## config.mk

```make
export PLATFORM = sky130hd
export DESIGN_NAME = vec_sum_flat
export DESIGN_NICKNAME = d
export VERILOG_FILES = /design/src/rtl/vec_sum_if.sv /design/src/rtl/vec_sum.sv /design/src/flat_wrapper.sv
export SDC_FILE = /design/constraint.sdc
export NUM_CORES = 1
export LEC_CHECK = 0
export BUFFER_PORTS_ARGS = -buffer_cell sky130_fd_sc_hd__buf_2
export CAP_MARGIN = 0
export CORE_MARGIN = 3
export CORE_UTILIZATION = 35
export DETAILED_ROUTE_END_ITERATION = 10
export PLACE_DENSITY = 0.66
export SLEW_MARGIN = 10
export SYNTH_ARGS = -nofsm -noshare
export SYNTH_HDL_FRONTEND = slang
export SYNTH_SLANG_ARGS = --single-unit
```

## constraint.sdc

```tcl
create_clock -name clock -period 2.8 [get_ports clock]
set_input_delay 0.56 -clock clock [delete_from_list [all_inputs] [get_ports clock]]
set_output_delay 0.56 -clock clock [all_outputs]
set_load 0.01 [all_outputs]
```

## src/rtl/vec_sum_if.sv

```systemverilog
`timescale 1ns/1ps
// vec_sum_if: bundles the datapath signals of the vec_sum popcount block.
//   data : DATA_W-bit word whose set bits are counted (driven by master)
//   sum  : POS_W-bit registered count, modulo 2^POS_W (driven by slave)
// master modport is the producer of words, slave modport is the counter.
interface vec_sum_if #(
  parameter int DATA_W = 16,
  parameter int POS_W  = 4
);
  logic [DATA_W-1:0] data;
  logic [POS_W-1:0]  sum;

  modport master (output data, input sum);
  modport slave  (input data, output sum);
endinterface

```

## src/rtl/vec_sum.sv

```systemverilog
`timescale 1ns/1ps
// vec_sum: three-stage pipelined population count.
//   clock : rising-edge clock
//   reset : asynchronous active-low reset, clears every pipeline register
//   bus   : vec_sum_if slave; bus.data is sampled every edge and
//           bus.sum carries popcount(data) mod 2^POS_W three edges later.
// Stage 1 registers the word, stage 2 registers per-nibble counts,
// stage 3 registers the truncated total. No path from data to sum is
// combinational.
module vec_sum #(
  parameter int DATA_W = 16,
  parameter int POS_W  = 4
) (
  input  logic     clock,
  input  logic     reset,
  vec_sum_if.slave bus
);

  localparam int NIB   = DATA_W / 4;
  // Full-width count so the adder tree never overflows internally.
  localparam int SUM_W = $clog2(DATA_W + 1);

  logic [DATA_W-1:0]       d_q;
  logic [NIB-1:0][2:0]     nib_cnt;
  logic [NIB-1:0][2:0]     nib_q;
  logic [SUM_W-1:0]        total;
  logic [POS_W-1:0]        sum_q;

  // Stage 1: capture the input word.
  always_ff @(posedge clock or negedge reset) begin
    if (!reset) d_q <= '0;
    else        d_q <= bus.data;
  end

  // Per-nibble popcount, each in 0..4 so 3 bits suffice.
  always_comb begin
    nib_cnt = '0;
    for (int i = 0; i < NIB; i++) begin
      nib_cnt[i] = 3'(d_q[4*i]) + 3'(d_q[4*i+1]) +
                   3'(d_q[4*i+2]) + 3'(d_q[4*i+3]);
    end
  end

  // Stage 2: register nibble counts.
  always_ff @(posedge clock or negedge reset) begin
    if (!reset) nib_q <= '0;
    else        nib_q <= nib_cnt;
  end

  // Sum all nibble counts at full width.
  always_comb begin
    total = '0;
    for (int i = 0; i < NIB; i++) begin
      total = total + SUM_W'(nib_q[i]);
    end
  end

  // Stage 3: the sized cast truncates to POS_W, or zero-extends when
  // POS_W is wider than the exact count.
  always_ff @(posedge clock or negedge reset) begin
    if (!reset) sum_q <= '0;
    else        sum_q <= POS_W'(total);
  end

  assign bus.sum = sum_q;

endmodule

```

## src/flat_wrapper.sv

```systemverilog
// flat-port wrapper written by rule: the top's interface ports become plain ports
module vec_sum_flat 
#(
  parameter int DATA_W = 16,
  parameter int POS_W  = 4
)
  (clock, reset, bus_data, bus_sum);
  vec_sum_if #(.DATA_W(DATA_W), .POS_W(POS_W)) bus_i ();
  input  logic clock;
  input  logic reset;
  input wire logic [$bits(bus_i.data)-1:0] bus_data;
  output wire logic [$bits(bus_i.sum)-1:0] bus_sum;
  assign bus_i.data = bus_data;
  assign bus_sum = bus_i.sum;
  vec_sum #(.DATA_W(DATA_W), .POS_W(POS_W)) u_core (.clock(clock), .reset(reset), .bus(bus_i));
endmodule
```

After elaboration in Yosys (flattened, before gate mapping)
Cells that the tools add are included.
Widths: inputs -> output; s select.
Cells by class
  add/subtract/negate cells: 15
Operators by type and width (count)
  $add 3x1->3: 8
  $add 1x1->2: 4
  $add 4x3->4: 2
  $add 3x3->4: 1
Word-level totals
  register bits after elaboration: 32
  input bits: 18
  output and inout port bits: 4
  logic and storage cells: 21

Longest topological paths before layout
Gate-level depths: netlist of run 1.
  word-level depth: 3
  mapped depth: 7
  gate-level depth less buffers: 7

Worst setup path after synthesis of run 1
OpenSTA, ideal clock, no wires.
  path kind: reg-to-reg
  start point: register u_core.nib_q[1] (netlist name)
  end point: register u_core.sum_q[3], in the netlist u_core.bus.sum[3]
  library setup time: 134 ps
  arrival: 2258 ps
  data required time: 2666 ps
  setup slack: 409 ps
  stages on the path, launching flop included: 8
  buffers on the path: 0
  period minus slack after synthesis: 2391 ps
  cells stage by stage: dfrtp_1 > inv_1 > fa_1 > inv_1 > fa_1 > ha_1 > fa_1 > xnor3_1
Between the ends
  word-level cells in the longest chain between the ends: 3
Ends and longest elaborated chain
  start: declaration: RTL line vec_sum.sv:25  | logic [NIB-1:0][2:0] nib_q;
  start signal: assignment: RTL line vec_sum.sv:47  | else nib_q <= nib_cnt;
  $add 3x3->4: RTL line vec_sum.sv:54  | total = total + SUM_W'(nib_q[i]);
  $add 4x3->4 (2 in series): RTL line vec_sum.sv:54
  net u_core.total[3]: RTL line vec_sum.sv:26  | logic [SUM_W-1:0] total;
  end signal: assignment: RTL line vec_sum.sv:62  | else sum_q <= POS_W'(total);
  end: declaration: RTL line vec_sum.sv:27  | logic [POS_W-1:0] sum_q;
The timed path passes the listed nets, and every way through them passes these cells.

Worst setup path in the final report of run 1
Ends and elaborated chain as after synthesis.

==> run_results.csv, run 1 <==
group,metric,value,unit
run_status,status,"finished clean",
final_layout,fillers,286,
place,gp_congestion,0.712,
route,routed_via_density,3.98,
final_layout,drive_gt1_frac,0.311,
yosys,syn_inst,62,
yosys,avgSynthCellArea,19.1,µm²
die,die_w,64.1,µm
clocking,cts.sinks,32,
final_layout,diodes,0,
clocking,postCtsHoldBufs,0,
timing,finClkSkew,0.00713,ns
die,dieHeight,64.1,µm
clocking,cts_setup_buffers,0,
global_routing,first_global_vias,672,
die,pin_count,22,
die,row_count,20,
timing,slew_violations,0,
clocking,h-tree-depth,2,
clocking,insertion_delay,0.32,ns
global_routing,grt_usage,0.0970,
route,drtIter0Drc,20,
yosys,yosysUniqueCellTypes,5,
setup_path,crit_fanout,1,
global_routing,grt_pass1_wl,2750,µm
yosys,syn-num-nets,100,
yosys,synthesis.area,1180,µm²
timing,final_hold_viol_count,0,
power,irDropWorstVdd,0.000318,V
die,dieArea,4110,µm²
yosys,synth-seq-area-share,0.677,
die,coreArea,3130,µm²
setup_path,critPathRequiredTime,3.00,ns
yosys,yosys.area.top_type,"dfrtp_1",
global_routing,grt_max_degree,33,
final_layout,multi_input_comb_area,348,µm²
timing,fmax,405,MHz
route,postRouteAntennaNets,0,
flow_run,cap_violations,0,
place,io_buffers,21,
clocking,root_buffer,"clkbuf_4",
timing,worst_slew_pin_slew,0.659,ns
final_layout,area_growth,19.0,%
clocking,post_cts_resized,0,
final_layout,finalInstanceArea,1410,µm²
power,p_total,1.04,mW
yosys,synth.area.top_cells,"dfrtp_1 (68%), fa_1 (17%), ha_1 (11%)",
yosys,ys_seq_elements,32,
yosys,ys_warn_count,0,
setup_path,cp-start-kind,"register",
route,drcViolationCount,0,
final_layout,regArea,801,µm²
global_routing,antenna_found_initial,0,
timing,finalSetupViolCount,0,
final_layout,layout.nets,128,
route,dr.pass1.iters,4,
clocking,clkTransAtPathRegs,0.09,ns
timing,tns,0,ns
timing,fin_hold_ws,0.265,ns
setup_path,setup.worst_path.class,"register to register",
power,powerDensity,740,nW/µm²
route,wl_per_cell,10.8,µm
route,wl,1450,µm
setup_path,arrival,2.67,ns
route,via_count,533,
die,start_util,0.378,
global_routing,grt-ovfl-total,0,
setup_path,endpoint_kind,"register",
timing,period_needed,2.47,ns
worst_hold_path,hold_class,"input pin to asynchronous set/reset pin",
clocking,clockBufferDepth,2,
place,dp_hpwl,1140,µm
timing,rsz0062_at_grt,"false",
power,power_leakage,0.707,nW
timing,post-route-period-util,0.882,
timing,relSlewSlack,0.561,
setup_path,r2r_setup_slack,0.33,ns
clocking,cts_tree,"yes",
place,place_area,1340,µm²
yosys,synth_top_area_frac,0.677,
clocking,cts_buffers,5,
[power by group]
group	leakage, nW	total, mW	internal [mW]	switching, mW
clock network	0.0374	0.279	0.142	0.137
registers	0.381	0.553	0.529	0.0238
logic	0.289	0.209	0.110	0.0998
total	0.707	1.04	0.781	0.260
[cells in the final DEF (no fill, tap or decap)]
| cell type | n |
|---|---|
| buf_2 | 21 |
| clkbuf_4 | 5 |
| clkbuf_8 | 2 |
| dfrtp_1 | 32 |
| fa_1 | 10 |
| ha_1 | 10 |
| inv_1 | 9 |
| xnor3_1 | 1 |
[cell type report]
| cell class | count | share of cell area |
|---|---|---|
| Multi-Input combinational cell | 21 | 0.247 |
| Tap cell | 44 | 0.0391 |
| Inverter | 9 | 0.0240 |
| Timing Repair Buffer | 21 | 0.0747 |
| Clock buffer | 7 | 0.0462 |
| Sequential cell | 32 | 0.569 |
[cell usage after synthesis]
master	count
dfrtp_1	32
fa_1	10
ha_1	10
inv_1	9
xnor3_1	1
[state kept, by name, indices dropped and copies added, names as in the netlist]
name,flops
u_core.bus.sum,4
u_core.d_q,16
u_core.nib_q,12
[final timing paths]
kind / startpoint / to / cells past startpoint
min: reset / u_core.bus.sum[0] / 1
min reg2reg: u_core.nib_q[9] / u_core.bus.sum[0] / 1
min in group clock: bus_data[5] / u_core.d_q[5] / 1
max: u_core.nib_q[1] / u_core.bus.sum[3] / 7
max in group asynchronous: reset / u_core.d_q[10] / 1
max reg2reg: u_core.nib_q[1] / u_core.bus.sum[3] / 7
[per-stage QoR]
stage	util	instances	setup slack (ns)
floorplan	-	62	0.409
global placement	0.429	127	0.384
detailed placement	0.429	127	0.320
CTS	0.450	134	0.307
global route	0.450	134	0.241
finish	0.450	134	0.330
[cell families (layout without fill, tap and decap cells)]
group / after synthesis / after routing / share of synthesized area
DFF: 32 / 32 / 0.677
buffers and inverters: 9 / 37 / 0.0286
xor gates and xnor gates: 1 / 1 / 0.0190
adders and majority gates: 20 / 20 / 0.275
[worst max-delay path, stage by stage (launching register included)]
cell and delay [ns]:
dfrtp_1 0.35, inv_1 0.06, fa_1 0.53, inv_1 0.05
fa_1 0.45, ha_1 0.22, fa_1 0.35, xnor3_1 0.35
[metal layers]
metal,vias up,global-route usage,share of wire
li1,244,-,-
met3,0,0.0562,0.073
met1,270,0.0843,0.35
met4,0,0.0712,0
met2,19,0.163,0.58
met5,-,0,0
Power figures use the tool's default switching activity.
==> run 2, diff against run 1 <==
--- a/config.mk
+++ b/config.mk
@@ -5,12 +5,13 @@
 export SDC_FILE = /design/constraint.sdc
 export NUM_CORES = 1
 export LEC_CHECK = 0
+export ABC_AREA = 1
 export BUFFER_PORTS_ARGS = -buffer_cell sky130_fd_sc_hd__buf_2
 export CAP_MARGIN = 0
 export CORE_MARGIN = 3
 export CORE_UTILIZATION = 35
 export DETAILED_ROUTE_END_ITERATION = 10
-export PLACE_DENSITY = 0.66
+export PLACE_DENSITY = 0.65
 export SLEW_MARGIN = 10
 export SYNTH_ARGS = -nofsm -noshare
 export SYNTH_HDL_FRONTEND = slang
==> run_results.csv, run 2 <==
group,metric,value,unit
run_status,status,"finished clean",
place,dp_hpwl,1150,µm
yosys,async_flop_share,1.00,
die,coreArea,3150,µm²
route,routed_via_density,4.04,
global_routing,antenna_found_initial,0,
yosys,ys_seq_elements,32,
timing,slew_violations,0,
final_layout,layout.nets,136,
setup_path,cp-start-kind,"register",
power,powerDensity,699,nW/µm²
power,p_switching,0.265,mW
global_routing,grt-ovfl-total,0,
timing,final_hold_viol_count,0,
clocking,cts_buffers,5,
final_layout,diodes,0,
flow_run,cap_violations,0,
yosys,synth_edf_count,0,
die,dieHeight,64.4,µm
power,power.internal,0.715,mW
die,start_util,0.379,
setup_path,critPathMaxStageDelay,0.53,ns
route,dr.pass1.iters,2,
route,via_count,574,
final_layout,largest_reg_flops,16,
final_layout,fillers,300,
yosys,synth-seq-area-share,0.670,
timing,period_needed,2.24,ns
yosys,synthesis.area,1190,µm²
setup_path,crit_chain,"inv_1, fa_1, inv_1, fa_1, ha_1, fa_1, inv_1, nand3_1, nand2_1",
setup_path,endpoint_kind,"register",
clocking,post_cts_resized,0,
global_routing,grt_usage,0.0917,
yosys,synth_common_cells,"dfrtp_1 (32), inv_1 (12), fa_1 (10), ha_1 (10), nand2_1 (5)",
timing,fmax,446,MHz
yosys,synth_top_area_frac,0.670,
place,place_area,1360,µm²
clocking,cts.sinks,32,
timing,worst_slew_pin_slew,0.673,ns
clocking,insertion_delay,0.32,ns
clocking,postCtsHoldBufs,0,
clocking,clkTransAtPathRegs,0.09,ns
setup_path,crit_fanout,2,
setup_path,crit_buf_inv,3,
clocking,h-tree-depth,2,
yosys,avgSynthCellArea,17.1,µm²
setup_path,setup.worst_path.class,"register to register",
yosys,syn-num-nets,108,
die,row_count,20,
clocking,cts_tree,"yes",
global_routing,grt_pass1_wl,2660,µm
route,wl,1460,µm
power,power_leakage,0.716,nW
yosys,synth.area.top_cells,"dfrtp_1 (67%), fa_1 (17%), ha_1 (10%)",
setup_path,arrival,2.51,ns
die,die_w,64.4,µm
clocking,cts_setup_buffers,0,
place,gp_congestion,0.715,
die,pin_count,22,
worst_hold_path,hold_class,"input pin to asynchronous set/reset pin",
final_layout,area_growth,17.3,%
route,wl_per_cell,10.3,µm
die,dieArea,4150,µm²
power,irDropWorstVdd,0.000345,V
final_layout,drive_gt1_frac,0.276,
global_routing,grt_max_degree,33,
route,drtIter0Drc,5,
final_layout,final_cell_mix,"dfrtp_1 (32), buf_2 (21), inv_1 (12), fa_1 (10), ha_1 (10)",
final_layout,finalInstanceArea,1400,µm²
yosys,synth.most_common_cell,"dfrtp_1",
yosys,syn_inst,70,
power,pwr-share-comb,0.208,
route,drcViolationCount,0,
timing,relSlewSlack,0.552,
power,seqPwrFrac,0.561,
yosys,yosys.area.top_type,"dfrtp_1",
place,io_buffers,21,
timing,tns,0,ns
power,clkPwrFrac,0.231,
final_layout,layout_commonest_cell,"dfrtp_1",
setup_path,cpLargestDelayFamily,"adder cells",
clocking,root_buffer,"clkbuf_4",
yosys,yosysUniqueCellTypes,6,
setup_path,cpMaxStageDelayCell,"fa_1",
yosys,synthFlopType,"dfrtp_1",
timing,post-route-period-util,0.800,
yosys,ys_warn_count,0,
power,p_sw_frac,0.270,
final_layout,top_register,"u_core.d_q",
timing,finClkSkew,0.0124,ns
timing,rsz0062_at_grt,"false",
timing,finalSetupViolCount,0,
clocking,clockBufferDepth,2,
route,postRouteAntennaNets,0,
setup_path,critPathRequiredTime,3.07,ns
global_routing,first_global_vias,612,
power,p_total,0.980,mW
==> run 2: changes by cell type after synthesis, sizes merged <==
cell   change
nand3      +1
nand2      +5
xnor3      -1
inv        +3
==> run 2: kinds of logic after synthesis <==
group         synth area share
buf+inv                 0.0377
simple gates            0.0199
flops                    0.670
fa+ha+maj                0.272
==> run 2: area by class of cell <==
class / instances / area (µm²) / area share
flip-flops and latches: 32 / 801 / 0.571
multi-input cells: 26 / 349 / 0.249
repair buffers: 21 / 105 / 0.0750
well taps: 44 / 55.1 / 0.0393
inverters: 12 / 45.0 / 0.0321
clock buffers: 6 / 41.3 / 0.0295
clock inverters: 1 / 5.00 / 0.00357
==> run 2: per-layer routing <==
| layer | track usage | vias up | share of wire |
|---|---|---|---|
| li1 | - | 265 | - |
| met1 | 0.0944 | 287 | 0.37 |
| met2 | 0.148 | 20 | 0.54 |
| met3 | 0.0468 | 2 | 0.075 |
| met4 | 0.0554 | 0 | 0.016 |
| met5 | 0 | - | 0 |
==> run 2: per-stage QoR <==
step	worst slack, ns	hold slack (ns)	instances	utilization
finish	0.559	0.265	142	0.444
global route	0.457	0.303	142	0.444
CTS	0.547	0.277	142	0.444
detailed placement	0.549	0.494	135	0.430
global placement	0.590	0.477	135	0.430
floorplan	0.619	0.264	70	-
==> run 2: power by group through the flow <==
stage                     Clock, mW  Combinational, mW  Sequential (mW)
after global routing          0.262              0.247            0.556
after floorplan                   0              0.113            0.575
final                         0.227              0.203            0.550
after global placement            0              0.200            0.560
after CTS                     0.240              0.214            0.551
after detailed placement          0              0.211            0.561
==> run 2: final timing paths <==
check                           depth (start not counted)            start  slack, ns           endpoint
max in group asynchronous                               1            reset       2.09      u_core.d_q[9]
worst min register to register                          1  u_core.nib_q[9]       0.50  u_core.bus.sum[0]
min in group clock                                      1      bus_data[6]       0.34      u_core.d_q[6]
worst max register to register                          9  u_core.nib_q[1]       0.56  u_core.bus.sum[3]
worst max-delay path                                    9  u_core.nib_q[1]       0.56  u_core.bus.sum[3]
worst min-delay path                                    1            reset       0.27  u_core.bus.sum[3]
==> run 2: worst register-to-register path, delay by kind of cell (launching register included) <==
family	cells	cell delay [ns]
buffers and inverters	3	0.17
DFF	1	0.32
and+or+nand+nor	2	0.14
adders and majority gates	4	1.58
